File: src/rtl/dcache_dm_wb.sv
// dcache_dm_wb: direct-mapped, write-back, write-allocate data cache.
//
// Sits between the pipeline MEM stage and a slow block memory. It answers
// processor requests, and on a miss it writes the dirty victim back if
// needed, then fills the line. A write miss finishes as a hit in the cycle
// after the fill.
//
// Ports:
//   clk, rst                 clock; asynchronous active-high reset
//   proc_read, proc_write    processor request (both high = write)
//   proc_addr[29:0]          word address {tag, index, offset[1:0]}
//   proc_wdata[31:0]         write data
//   proc_stall               request not yet complete
//   proc_rdata[31:0]         read data of the addressed word (0 if line invalid)
//   mem_read, mem_write      registered block read / write request
//   mem_addr[27:0]           registered block address {tag, index}
//   mem_wdata[127:0]         registered victim block, word0 at [31:0]
//   mem_ready                one-cycle completion pulse from memory
//   mem_rdata[127:0]         fill block, valid with mem_ready
module dcache_dm_wb #(
  parameter int unsigned INDEX_W     = 3,
  parameter int unsigned BLOCK_WORDS = 4
) (
  input  logic         clk,
  input  logic         rst,
  input  logic         proc_read,
  input  logic         proc_write,
  input  logic [29:0]  proc_addr,
  input  logic [31:0]  proc_wdata,
  output logic         proc_stall,
  output logic [31:0]  proc_rdata,
  output logic         mem_read,
  output logic         mem_write,
  output logic [27:0]  mem_addr,
  output logic [127:0] mem_wdata,
  input  logic         mem_ready,
  input  logic [127:0] mem_rdata
);

  localparam int unsigned NUM_BLOCKS = 2 ** INDEX_W;
  localparam int unsigned TAG_W      = 28 - INDEX_W;
  localparam int unsigned LINE_W     = 32 * BLOCK_WORDS;

  typedef enum logic [1:0] {
    StIdle,
    StWriteback,
    StAllocate
  } state_e;

  state_e state_q;

  // Line state. Only valid/dirty are reset; tag/data are qualified by valid.
  logic [NUM_BLOCKS-1:0] valid_q;
  logic [NUM_BLOCKS-1:0] dirty_q;
  logic [TAG_W-1:0]      tag_q  [NUM_BLOCKS];
  logic [LINE_W-1:0]     data_q [NUM_BLOCKS];

  // Registered memory-side outputs.
  logic         mem_read_q;
  logic         mem_write_q;
  logic [27:0]  mem_addr_q;
  logic [127:0] mem_wdata_q;

  // Address fields.
  logic [1:0]         off;
  logic [INDEX_W-1:0] idx;
  logic [TAG_W-1:0]   ptag;

  assign off  = proc_addr[1:0];
  assign idx  = proc_addr[INDEX_W+1:2];
  assign ptag = proc_addr[29:INDEX_W+2];

  logic              req;
  logic              hit;
  logic              line_valid;
  logic              line_dirty;
  logic [TAG_W-1:0]  line_tag;
  logic [LINE_W-1:0] line_data;
  logic [LINE_W-1:0] line_merged;
  logic [31:0]       line_word;
  logic              write_hit;
  logic              fill;

  always_comb begin
    req        = proc_read | proc_write;
    line_valid = valid_q[idx];
    line_dirty = dirty_q[idx];
    line_tag   = tag_q[idx];
    line_data  = data_q[idx];
    hit        = line_valid & (line_tag == ptag);
    line_word  = line_data[{off, 5'b0} +: 32];
    // Line image with the processor word patched in, used on a write hit.
    line_merged                   = line_data;
    line_merged[{off, 5'b0} +: 32] = proc_wdata;
    write_hit  = (state_q == StIdle) & proc_write & hit;
    fill       = (state_q == StAllocate) & mem_ready;
  end

  // Stall is forced low while reset is held so an abandoned miss releases the
  // pipeline immediately.
  assign proc_stall = ~rst & ((state_q != StIdle) | (req & ~hit));
  assign proc_rdata = line_valid ? line_word : 32'h0;

  assign mem_read  = mem_read_q;
  assign mem_write = mem_write_q;
  assign mem_addr  = mem_addr_q;
  assign mem_wdata = mem_wdata_q;

  // Control FSM with registered memory-side outputs.
  always_ff @(posedge clk or posedge rst) begin
    if (rst) begin
      state_q     <= StIdle;
      valid_q     <= '0;
      dirty_q     <= '0;
      mem_read_q  <= 1'b0;
      mem_write_q <= 1'b0;
      mem_addr_q  <= '0;
      mem_wdata_q <= '0;
    end else begin
      case (state_q)
        StIdle: begin
          if (req && !hit) begin
            if (line_valid && line_dirty) begin
              state_q     <= StWriteback;
              mem_write_q <= 1'b1;
              mem_addr_q  <= {line_tag, idx};
              mem_wdata_q <= line_data;
            end else begin
              state_q    <= StAllocate;
              mem_read_q <= 1'b1;
              mem_addr_q <= {ptag, idx};
            end
          end else if (write_hit) begin
            dirty_q[idx] <= 1'b1;
          end
        end
        StWriteback: begin
          if (mem_ready) begin
            // Hand straight over to the fill; the two requests never overlap.
            state_q      <= StAllocate;
            dirty_q[idx] <= 1'b0;
            mem_write_q  <= 1'b0;
            mem_read_q   <= 1'b1;
            mem_addr_q   <= {ptag, idx};
          end
        end
        StAllocate: begin
          if (mem_ready) begin
            state_q      <= StIdle;
            valid_q[idx] <= 1'b1;
            dirty_q[idx] <= 1'b0;
            mem_read_q   <= 1'b0;
          end
        end
        default: begin
          state_q <= StIdle;
        end
      endcase
    end
  end

  // Tag/data arrays. Writes are qualified by FSM state, which is held in IDLE
  // during reset, and a write hit needs a valid line.
  always_ff @(posedge clk) begin
    if (fill) begin
      data_q[idx] <= mem_rdata;
      tag_q[idx]  <= ptag;
    end else if (write_hit) begin
      data_q[idx] <= line_merged;
    end
  end

  // Memory requests are exclusive and held stable until acknowledged.
  a_rw_exclusive: assert property (@(posedge clk) disable iff (rst)
    !(mem_read_q && mem_write_q));

  a_write_held: assert property (@(posedge clk) disable iff (rst)
    (mem_write_q && !mem_ready) |=>
      (mem_write_q && $stable(mem_addr_q) && $stable(mem_wdata_q)));

  a_read_held: assert property (@(posedge clk) disable iff (rst)
    (mem_read_q && !mem_ready) |=> (mem_read_q && $stable(mem_addr_q)));

endmodule

File: config.mk
export PLATFORM = sky130hd
export DESIGN_NAME = dcache_dm_wb
export DESIGN_NICKNAME = d
export VERILOG_FILES = /design/src/rtl/dcache_dm_wb.sv
export SDC_FILE = /design/constraint.sdc
export NUM_CORES = 2
export LEC_CHECK = 0
export ABC_AREA = 1
export CAP_MARGIN = 25
export CORE_ASPECT_RATIO = 1.5
export CORE_UTILIZATION = 40
export DETAILED_ROUTE_END_ITERATION = 10
export PLACE_DENSITY = 0.59
export SLEW_MARGIN = 20
export SYNTH_ARGS = -nofsm -noshare
export SYNTH_HDL_FRONTEND = slang
export SYNTH_SLANG_ARGS = --single-unit
File: constraint.sdc
create_clock -name clk -period 17.15 [get_ports clk]
set_input_delay 3.43 -clock clk [delete_from_list [all_inputs] [get_ports clk]]
set_output_delay 3.43 -clock clk [all_outputs]
set_load 0.05 [all_outputs]
==> reports/metrics.csv <==
metric,value,unit
cts.clk_slew.worst_paths,0.06,ns
numPortBuffers,385,
fin_crit,12.42,ns
drcViolationCount,0,
htreeDepth,4,
status,completed,
vias_per_cell,5.86,
numCtsBuffers,134,
peakVddDrop,0.000122,V
synth_common_cells,"edfxtp_1, nand2_1, inv_1",
grt_pass1_vias,39379,
rsz0062_at_grt,no,
clockRootBuffer,clkbuf_16,
period_share,72.4,%
synth_area_leaders,"edfxtp_1, dfrtp_1, nand2_1",
area_growth_syn_to_layout,17.6,%
drive_gt1_share,6.63,%
synth.distinct_cells,44,
fp.coreArea,143000,sq um
path_cells,"clkdlybuf4s50_1, nor2_4, nand2_1, inv_4, buf_12, a221oi_1, nand2_1, o21ai_0, a21oi_1, o21a_1, clkdlybuf4s50_1",
min-delay-start,valid_q[7]$_DFFE_PP0P_,
hold_path.class,reg -> reg,
die_x,313,um
regArea,41200,sq um
switching_share,33.7,%
die-area,146000,sq um
ctsResizeCount,0,
critPathBufInv,4,
grtUsageTotal,28.6,%
power.share.sequential,43.9,%
crit_slowest_cell,clkdlybuf4s50_1,
drt-total-wl,211000,um
hold_buffers,0,
p_int,6.29,mW
clock_path_buffers,3,
pwr-share-comb,24.8,%
fmax,80.5,MHz
overflow,0,
min_path_cells,2,
syn_inst,4729,
reg2reg_to,data_q[7][25]$_DFFE_PP_,
synth_edf_count,1224,
synth_top_cell_by_area,edfxtp_1,
finalSetupViolations,0,
vias,41346,
slowest_delay,0.84,ns
slew_headroom,15.6,%
hold-worst-slack,0.457,ns
clkPwrFrac,31.4,%
ys.flop_type,edfxtp_1,
r2r-start,valid_q[0]$_DFFE_PP0P_,
post-cts-setup-buffer-count,0,
cap_violations,0,
drtPass1Iterations,5,
die_y,468,um
synthesis.nets,4933,
hold_violations,0,
switching_power,3.19,mW
r2r_slack,11.29,ns
hold-path-endpoint,valid_q[7]$_DFFE_PP0P_,
crit_type,in -> out,
synth_warnings,0,
end_kind,primary output,
synth-seq-cells,1400,
slew_viol_final,0,
p_leak,25.1,nW
avgRoutedWirePerCell,29.9,um
path_max_fanout,88,
tightest_slew,1.27,ns
antenna_left,0,
cts_tree,yes,
clkLatencyLatePin,0.81,ns
place_hpwl,133000,um
yosysSeqAreaShare,71.1,%
pin_count,386,
fin_skew,0.0535,ns
crit_path_start_kind,input pin,
antenna_found_initial,27,
rows,170,
clkSinkCount,1400,
drtIter0Drc,5291,
worstRegToRegCells,19,
p_per_area,139,nW/um^2
yosysMostFrequentCell,edfxtp_1,
grt_max_degree,154,
initial_core_util,40.4,%
fillCellCount,12839,
async_reset_ff_share,12.6,%
grt_first_pass_wirelength,296000,um
gp_congestion,1.07,
crit_family,buffers and inverters,
setup_tns,0,ns
yosysTopAreaCellShare,63.5,%
fin_nets,5252,
syn-cell-area,57900,sq um
cp.arrival,8.99,ns
avgSynthCellArea,12.2,sq um
multi_input_area,13700,sq um
crit_required,13.72,ns
## how the worst max path moves through the flow
| stage | from | endpoint | slack (ns) | cells after the start |
|---|---|---|---|---|
| CTS | proc_addr[3] | proc_rdata[21] | 4.77 | 11 |
| detailed placement | proc_addr[3] | proc_rdata[21] | 4.77 | 11 |
| global route | proc_addr[3] | proc_rdata[21] | 4.62 | 11 |
| floorplan | proc_addr[3] | data_q[1][0]$_DFFE_PP_ | 5.47 | 15 |
| finish | proc_addr[3] | proc_rdata[21] | 4.73 | 11 |
| global placement | proc_addr[3] | proc_rdata[21] | 4.84 | 11 |
## layout by cell type (no fill, tap or decap), types with 83 or more instances in the layout
cell,instances
a221oi_1,162
a22o_1,199
clkbuf_16,137
clkdlybuf4s50_1,383
dfrtp_1,176
edfxtp_1,1224
inv_1,498
nand2_1,1042
nand3_1,97
nor2_1,147
o21a_1,83
o21ai_0,237
o21ai_1,149
## through the flow
| stage | area (sq um) | std cells | total power [mW] | util (%) | setup WS, ns |
|---|---|---|---|---|---|
| 2_1_floorplan | 57900 | 4729 | 5.60 | - | 5.47 |
| 3_3_place_gp | 63700 | 6801 | 6.52 | 44.4 | 4.84 |
| 3_5_place_dp | 63700 | 6802 | 6.54 | 44.4 | 4.77 |
| 4_1_cts | 68000 | 7046 | 9.48 | 47.4 | 4.77 |
| 5_1_grt | 68000 | 7052 | 9.75 | 47.5 | 4.62 |
| 6_report | 68100 | 7061 | 9.49 | 47.5 | 4.73 |
## area by class of cell
cell class | instances | share of cell area [%]
Inverter | 522 | 2.90
Clock buffer | 169 | 5.23
Multi-Input combinational cell | 2534 | 20.1
Timing Repair Buffer | 456 | 6.68
Tap cell | 1892 | 3.48
Antenna cell | 13 | 0.0478
Clock inverter | 75 | 1.10
Sequential cell | 1400 | 60.5
## sequential cells by signal (all words and copies together) (netlist names), named ones only
| register | count |
|---|---|
| mem_addr | 28 |
| mem_wdata | 128 |
| mem_read | 1 |
| state_q | 2 |
| valid_q | 8 |
| data_q | 1024 |
| mem_write | 1 |
| tag_q | 200 |
## worst reg2reg max path, delay by kind of cell (launching register included)
family | cells | cell delay (ns)
and+or+nand+nor | 11 | 1.75
AOI/OAI and AO/OA | 2 | 0.69
DFF | 1 | 0.38
buffers and inverters | 6 | 2.74
## power groups by stage
stage	clock (mW)	sequential, mW	combinational, mW
after floorplan	0	4.83	0.760
after global placement	0	4.22	2.30
after detailed placement	0	4.22	2.32
after CTS	2.99	4.16	2.33
after global routing	3.12	4.19	2.44
final	2.97	4.16	2.35
## per-layer routing
metal	routed length [um]	GRT usage, %	vias up
li1	-	-	17562
met1	77700	35.9	20594
met2	94500	43.9	2675
met3	23900	7.62	489
met4	15200	18.2	26
met5	192	0	-
## cells by family (layout without fill, tap and decap cells)
logic type | after synthesis | after routing | synth area share, %
fa+ha+maj | 9 | 9 | 0.195
buf+inv | 795 | 1222 | 5.63
simple gates | 1433 | 1433 | 10.1
flops | 1400 | 1400 | 71.1
other cells | 0 | 13 | 0
compound gates | 1092 | 1092 | 13.0
No activity file was read; power rests on OpenSTA's default activity.
